==> src/rtl/uart_proto_pkg.sv <==
// uart_proto_pkg
// Shared definitions for the UART bus-bridge protocol, host side.
// Protocol bytes always have bit 7 set. The lower 7 bits carry an ASCII command
// character or an uppercase hex digit.
// Contents: the channel characters, the protocol flag, the initiator FSM state
// type, and the hex digit encode/decode helpers.
package uart_proto_pkg;

  localparam logic [7:0] CH_ADDR    = 8'h41;  // 'A'
  localparam logic [7:0] CH_WRITE   = 8'h57;  // 'W'
  localparam logic [7:0] CH_READ    = 8'h52;  // 'R'
  localparam logic [7:0] PROTO_FLAG = 8'h80;

  typedef enum logic [2:0] {
    ST_IDLE = 3'd0,
    ST_SEND = 3'd1,
    ST_GAP  = 3'd2,
    ST_RESP = 3'd3,
    ST_DONE = 3'd4
  } state_e;

  // Nibble to uppercase ASCII hex digit.
  function automatic logic [6:0] hex_enc(input logic [3:0] nib);
    logic [6:0] chr;
    if (nib < 4'd10) begin
      chr = 7'h30 + {3'b000, nib};
    end else begin
      chr = 7'h37 + {3'b000, nib};
    end
    return chr;
  endfunction

  // ASCII hex digit (either case) to {valid, nibble}. Non-hex input returns valid=0.
  function automatic logic [4:0] hex_dec(input logic [6:0] chr);
    logic [4:0] res;
    if ((chr >= 7'h30) && (chr <= 7'h39)) begin
      res = {1'b1, chr[3:0]};
    end else if ((chr >= 7'h41) && (chr <= 7'h46)) begin
      res = {1'b1, chr[3:0] + 4'd9};
    end else if ((chr >= 7'h61) && (chr <= 7'h66)) begin
      res = {1'b1, chr[3:0] + 4'd9};
    end else begin
      res = 5'd0;
    end
    return res;
  endfunction

endpackage

==> src/rtl/uart_frame_builder.sv <==
// uart_frame_builder
// Combinational selector that returns one byte of a request frame.
// The frame is chosen by the captured request and the byte index:
//   write: 'A' a3 a2 a1 a0 'W' d1 d0   (8 bytes)
//   read : 'A' a3 a2 a1 a0 'R'         (6 bytes)
// Every byte has the protocol flag (bit 7) set.
// Ports:
//   we         in   1=write frame, 0=read frame
//   addr       in   16-bit bus address
//   dat        in   8-bit write data
//   idx        in   byte position within the frame
//   frame_byte out  byte to transmit at position idx
//   frame_len  out  number of bytes in the frame (8 or 6)
module uart_frame_builder
  import uart_proto_pkg::*;
(
  input  logic        we,
  input  logic [15:0] addr,
  input  logic [7:0]  dat,
  input  logic [2:0]  idx,
  output logic [7:0]  frame_byte,
  output logic [3:0]  frame_len
);

  // Pick the protocol character for the current byte position.
  always_comb begin
    frame_byte = PROTO_FLAG;
    case (idx)
      3'd0: frame_byte = PROTO_FLAG | CH_ADDR;
      3'd1: frame_byte = PROTO_FLAG | {1'b0, hex_enc(addr[15:12])};
      3'd2: frame_byte = PROTO_FLAG | {1'b0, hex_enc(addr[11:8])};
      3'd3: frame_byte = PROTO_FLAG | {1'b0, hex_enc(addr[7:4])};
      3'd4: frame_byte = PROTO_FLAG | {1'b0, hex_enc(addr[3:0])};
      3'd5: begin
        if (we) begin
          frame_byte = PROTO_FLAG | CH_WRITE;
        end else begin
          frame_byte = PROTO_FLAG | CH_READ;
        end
      end
      3'd6: frame_byte = PROTO_FLAG | {1'b0, hex_enc(dat[7:4])};
      3'd7: frame_byte = PROTO_FLAG | {1'b0, hex_enc(dat[3:0])};
      default: frame_byte = PROTO_FLAG;
    endcase
  end

  assign frame_len = we ? 4'd8 : 4'd6;

endmodule

==> src/rtl/uart_bus_initiator.sv <==
// uart_bus_initiator
// Host-side initiator for the UART bus-bridge protocol. It serialises one bus
// request into a protocol frame on a uart_tx byte interface. For a read, it then
// decodes the two-digit hex reply that arrives on a uart_rx byte interface.
// Received bytes with bit 7 clear belong to the data channel and are ignored.
// Ports:
//   i_clk, i_reset          clock; asynchronous active-high reset
//   i_req/i_we/i_addr/i_dat request, captured only while idle
//   o_dat                   read data, held until the next read completes
//   o_ack/o_err             one-cycle completion pulse and its error qualifier
//   o_busy                  transaction in progress, up to and including o_ack
//   o_tx_dat/o_tx_start     byte and start strobe to uart_tx
//   i_tx_ready              uart_tx is idle
//   i_rx_dat/i_rx_pulse     received byte and its one-cycle valid strobe
module uart_bus_initiator
  import uart_proto_pkg::*;
#(
  parameter int unsigned TIMEOUT_CYCLES = 1000000
) (
  input  logic        i_clk,
  input  logic        i_reset,
  input  logic        i_req,
  input  logic        i_we,
  input  logic [15:0] i_addr,
  input  logic [7:0]  i_dat,
  output logic [7:0]  o_dat,
  output logic        o_ack,
  output logic        o_err,
  output logic        o_busy,
  output logic [7:0]  o_tx_dat,
  output logic        o_tx_start,
  input  logic        i_tx_ready,
  input  logic [7:0]  i_rx_dat,
  input  logic        i_rx_pulse
);

  localparam int unsigned CNT_W = (TIMEOUT_CYCLES > 1) ? $clog2(TIMEOUT_CYCLES) : 1;
  localparam logic [CNT_W-1:0] CNT_LAST = CNT_W'(TIMEOUT_CYCLES - 1);
  localparam logic [CNT_W-1:0] CNT_ZERO = {CNT_W{1'b0}};
  localparam logic [CNT_W-1:0] CNT_ONE  = CNT_W'(1);

  state_e           state_r, state_s;
  logic [2:0]       idx_r, idx_s;
  logic             we_r, we_s;
  logic [15:0]      addr_r, addr_s;
  logic [7:0]       dat_r, dat_s;
  logic [CNT_W-1:0] cnt_r, cnt_s;
  logic             hi_valid_r, hi_valid_s;
  logic [3:0]       hi_nib_r, hi_nib_s;
  logic [7:0]       rd_dat_r, rd_dat_s;
  logic [7:0]       tx_dat_r, tx_dat_s;
  logic             tx_start_r, tx_start_s;
  logic             ack_r, ack_s;
  logic             err_r, err_s;
  logic             busy_r, busy_s;
  logic [4:0]       rx_nib_s;
  logic [7:0]       frame_byte_s;
  logic [3:0]       frame_len_s;

  uart_frame_builder u_frame (
    .we         (we_r),
    .addr       (addr_r),
    .dat        (dat_r),
    .idx        (idx_r),
    .frame_byte (frame_byte_s),
    .frame_len  (frame_len_s)
  );

  // Next-state and next-output logic.
  // Outputs are computed for the coming cycle, so that o_ack lines up with DONE.
  always_comb begin
    state_s    = state_r;
    idx_s      = idx_r;
    we_s       = we_r;
    addr_s     = addr_r;
    dat_s      = dat_r;
    cnt_s      = cnt_r;
    hi_valid_s = hi_valid_r;
    hi_nib_s   = hi_nib_r;
    rd_dat_s   = rd_dat_r;
    tx_dat_s   = tx_dat_r;
    tx_start_s = 1'b0;
    ack_s      = 1'b0;
    err_s      = 1'b0;
    rx_nib_s   = hex_dec(i_rx_dat[6:0]);
    case (state_r)
      ST_IDLE: begin
        if (i_req) begin
          we_s    = i_we;
          addr_s  = i_addr;
          dat_s   = i_dat;
          idx_s   = 3'd0;
          state_s = ST_SEND;
        end else begin
          state_s = ST_IDLE;
        end
      end
      ST_SEND: begin
        if (i_tx_ready) begin
          tx_start_s = 1'b1;
          tx_dat_s   = frame_byte_s;
          state_s    = ST_GAP;
        end else begin
          state_s = ST_SEND;
        end
      end
      // The one-cycle gap lets uart_tx drop i_tx_ready before SEND samples it again.
      ST_GAP: begin
        idx_s = idx_r + 3'd1;
        if (({1'b0, idx_r} + 4'd1) == frame_len_s) begin
          if (we_r) begin
            state_s = ST_DONE;
            ack_s   = 1'b1;
          end else begin
            state_s    = ST_RESP;
            cnt_s      = CNT_ZERO;
            hi_valid_s = 1'b0;
          end
        end else begin
          state_s = ST_SEND;
        end
      end
      ST_RESP: begin
        if (i_rx_pulse && i_rx_dat[7]) begin
          cnt_s = CNT_ZERO;
          if (!rx_nib_s[4]) begin
            state_s = ST_DONE;
            ack_s   = 1'b1;
            err_s   = 1'b1;
          end else if (!hi_valid_r) begin
            hi_valid_s = 1'b1;
            hi_nib_s   = rx_nib_s[3:0];
          end else begin
            rd_dat_s = {hi_nib_r, rx_nib_s[3:0]};
            state_s  = ST_DONE;
            ack_s    = 1'b1;
          end
        end else if (cnt_r == CNT_LAST) begin
          state_s  = ST_DONE;
          ack_s    = 1'b1;
          err_s    = 1'b1;
          rd_dat_s = 8'h00;
        end else begin
          cnt_s = cnt_r + CNT_ONE;
        end
      end
      ST_DONE: begin
        state_s = ST_IDLE;
      end
      default: begin
        state_s = ST_IDLE;
      end
    endcase
    busy_s = (state_s != ST_IDLE);
  end

  // State and output registers.
  // A reset aborts any transaction immediately, without an acknowledge.
  always_ff @(posedge i_clk or posedge i_reset) begin
    if (i_reset) begin
      state_r    <= ST_IDLE;
      idx_r      <= 3'd0;
      we_r       <= 1'b0;
      addr_r     <= 16'h0000;
      dat_r      <= 8'h00;
      cnt_r      <= CNT_ZERO;
      hi_valid_r <= 1'b0;
      hi_nib_r   <= 4'h0;
      rd_dat_r   <= 8'h00;
      tx_dat_r   <= 8'h00;
      tx_start_r <= 1'b0;
      ack_r      <= 1'b0;
      err_r      <= 1'b0;
      busy_r     <= 1'b0;
    end else begin
      state_r    <= state_s;
      idx_r      <= idx_s;
      we_r       <= we_s;
      addr_r     <= addr_s;
      dat_r      <= dat_s;
      cnt_r      <= cnt_s;
      hi_valid_r <= hi_valid_s;
      hi_nib_r   <= hi_nib_s;
      rd_dat_r   <= rd_dat_s;
      tx_dat_r   <= tx_dat_s;
      tx_start_r <= tx_start_s;
      ack_r      <= ack_s;
      err_r      <= err_s;
      busy_r     <= busy_s;
    end
  end

  assign o_dat      = rd_dat_r;
  assign o_ack      = ack_r;
  assign o_err      = err_r;
  assign o_busy     = busy_r;
  assign o_tx_dat   = tx_dat_r;
  assign o_tx_start = tx_start_r;

endmodule

==> config.mk <==
export PLATFORM = sky130hd
export DESIGN_NAME = uart_bus_initiator
export DESIGN_NICKNAME = d
export VERILOG_FILES = /design/src/rtl/uart_proto_pkg.sv /design/src/rtl/uart_frame_builder.sv /design/src/rtl/uart_bus_initiator.sv
export SDC_FILE = /design/constraint.sdc
export NUM_CORES = 1
export LEC_CHECK = 0
export CAP_MARGIN = 0
export CORE_ASPECT_RATIO = 1.5
export CORE_MARGIN = 3
export CORE_UTILIZATION = 56
export CTS_CLUSTER_DIAMETER = 40
export DETAILED_ROUTE_END_ITERATION = 16
export MAX_ROUTING_LAYER = met4
export PLACE_DENSITY_LB_ADDON = 0.15
export SYNTH_ARGS = -nofsm -noshare
export SYNTH_HDL_FRONTEND = slang
export SYNTH_SLANG_ARGS = --single-unit
==> constraint.sdc <==
create_clock -name i_clk -period 2.96 [get_ports i_clk]
set_input_delay 0.74 -clock i_clk [delete_from_list [all_inputs] [get_ports i_clk]]
set_output_delay 0.74 -clock i_clk [all_outputs]
set_load 0.1 [all_outputs]
==> impl_metrics.toml <==
[run_status]
status = "completed"

[setup_path]
critical-path-slowest-cell = "or4_2"
setup.worst_path.end = "cnt_r[10]"
crit_path_start_kind = "flip-flop"
ff2ff_setup_slack_ns = 0.28
critPathLaunch = "idx_r[1]"
criticalPathCategory = "flip-flop to flip-flop"
buffers_inverters_on_critical_path = 1
number_of_cells_on_the_worst_reg_to_reg_path = 8
path_max_fanout = 13
worstSetupPathDepth = 8
slowest_delay_ns = 0.60
timing.critical_path.cells = "ha_1 -> ha_1 -> nand4bb_1 -> o21ai_0 -> o311ai_1 -> buf_4 -> or4_2 -> a21oi_1"
timing.critical_path.arrival_ns = 2.94
critical_path_required_ns = 3.22
critical_path.reg2reg.startpoint = "idx_r[1]"
crit_top_cell = "ha_1"
worstSetupEndpointType = "flip-flop"
worstReg2RegEnd = "cnt_r[10]"
cpLargestDelayFamily = "simple AND/OR/NAND/NOR gates"

[clock_tree]
tritoncts.num_buffers = 9
cts_hold_buffers = 0
htreeDepth = 3
insertion_delay_ns = 0.34
post_cts_resize_count = 0
clock_tree_from_tritoncts = "built"
ctsRootBufferMaster = "clkbuf_16"
cts_sinks = 76
postCtsSetupRepairBufs = 0
cts.reportedPaths.clkPinSlew_ns = 0.06
cts_max_path_buffers = 2

[worst_hold_path]
timing.hold.worst.class = "flip-flop to flip-flop"

[power_and_ir_drop]
ir_drop_v = 0.000738
design_power_total_mw = 5.16
p_per_area_nw_per_um2 = 950
power.leakage_nw = 2.31

[yosys]
synth.most_common_cell = "dfrtp_1"
avgSynthCellArea_um2 = 9.24
synth-warning-count = 0
synth_top_flop_cell = "dfrtp_1"
yosys.area.top_type_share_pct = 42.3
synth-async-reset-ratio_pct = 100
yosysSeqAreaShare_pct = 42.3
synth.area.top_cells = "dfrtp_1 42%, o21ai_0 5.2%, nand2_1 4.7%, ha_1 4.5%, mux2_2 3.3%"
syn-cell-area_um2 = 4490
post-synth-top-area-cell = "dfrtp_1"
synth_commonest_cells = "76 x dfrtp_1, 56 x nand2_1, 47 x o21ai_0, 30 x inv_1, 27 x a21oi_1"
synth.lib_cells_used.distinct = 61
syn-num-nets = 540
number_of_enable_type_register_cells_in_the_synthesized_netlist = 0
flop_and_latch_count_out_of_synthesis = 76
gate_count_post_synth = 486

[global_routing]
globalRouteOverflowTotal = 0
global_route.usage.total_pct = 25.8
grt_start_max_net_pins = 77
grt_use_met1_pct = 26.6
grt_most_used_layer = "met2"
groute.layer.met3.usage_pct = 4.35
first_pass_grt_wire_length_mm = 17.8
grt_pass1_vias = 3896
grt_util_met2_pct = 45.6
grt_antenna_before_repair = 0

[routing]
remaining_drc_errors = 0
ant_nets = 0
detailedRoute.firstPassIterationCount = 4
wl_per_cell_um = 16.3
postRouteWirelength_mm = 10.6
via_per_inst = 5.94
initialDrtViolationCount = 170
dr_total_vias = 3859

[job]
drv_cap = 0

[place]
numPlacedInstances = 634
gp_routability_congestion = 0.940
dp_slack_ns = 0.0571
io_buffer_count = 57
area_of_placed_instances_um2 = 5160
hpwl_after_detailed_placement_mm = 7.84

[final_layout]
drive_gt1_share_pct = 14.1
inserted_diodes = 0
areaGrowthSynthToFinish_pct = 21.0
layoutNonFillerInstCount = 650
finish.net_count = 597
final_cell_area_um2 = 5440
finalCoreUtilization_pct = 70.5

[sta]
worst-slew-pin-transition_ns = 0.589
hold_slack_ns = 0.479
report.final.hold_viol_count = 0
clock-skew-final_ns = 0.00461
setup-tns-final_ns = 0
layout_setup_ws_ns = 0.276
min_period_ns = 2.68
finalMaxSlewViolations = 0
setup_viol = 0
clock.fmax_mhz = 373
share_of_the_cycle_needed_by_the_critical_path_after_routing_pct = 90.7
rsz_0062_raised_after_global_routing = "no"
timing.slew.headroom_pct = 60.3

[floorplan]
initial_utilization_pct = 58.3
core_area_um2 = 7710
fp-row-count = 39
dieWidth_um = 79.1
io-pin-count = 58
die_area_um2 = 9160
die_h_um = 116
## area by class of cell
type	instances	area (µm²)
multi-input combinational	357	2380
fill	684	2270
sequential	76	1900
timing repair buffer	69	636
clock buffer	10	239
tap	102	128
inverter	30	113
clock inverter	6	40.0
## kinds of logic after synthesis
family / synth area share (%)
flip-flops: 42.3
XOR/XNOR: 1.95
AND/OR/NAND/NOR: 19.4
buffers and inverters: 4.87
adder cells (fa/ha/maj): 4.46
AO/OA/AOI/OAI: 20.6
multiplexers: 6.49
## flip-flops by register name, summed over array words and instances (netlist names)
name,flops
dat_r,8
cnt_r,20
hi_valid_r,1
we_r,1
o_ack,1
state_r,3
o_tx_start,1
o_dat,8
hi_nib_r,4
o_tx_dat,8
o_busy,1
o_err,1
idx_r,3
addr_r,16
## where the power goes
part	switching, mW	total, mW	internal (mW)	leakage (nW)
logic	1.49	2.33	0.843	1.21
clock network	0.438	1.03	0.588	0.138
registers	0.415	1.81	1.39	0.956
## layout by cell type, fill, tap and decap left out, types with 11 or more instances in the layout
master	synthesis	layout
dfrtp_1	76	76
nand2_1	56	56
o21ai_0	47	47
clkdlybuf4s50_1	0	37
buf_4	0	30
inv_1	30	29
a21oi_1	27	27
nor2_1	22	22
ha_1	16	16
o211ai_1	13	13
mux2_2	13	13
mux2i_1	13	13
nand3_1	12	12
or3_1	11	11
## routing by layer
metal | up-vias | part of all wire, %
li1 | 1879 | -
met1 | 1857 | 38
met2 | 92 | 55
met3 | 31 | 3.5
met4 | 0 | 3.6
met5 | - | 0
## worst min-delay path by stage
stage	startpoint	slack (ns)	cells after the start	end
finish	o_tx_dat[7]	0.48	1	o_tx_dat[7]
detailed placement	o_tx_dat[7]	0.47	1	o_tx_dat[7]
global placement	o_tx_dat[7]	0.46	1	o_tx_dat[7]
floorplan	hi_nib_r[0]	0.47	1	o_dat[4]
CTS	o_tx_dat[7]	0.48	1	o_tx_dat[7]
global route	o_dat[2]	0.50	1	o_dat[2]
(Power assumes the default switching activity.)
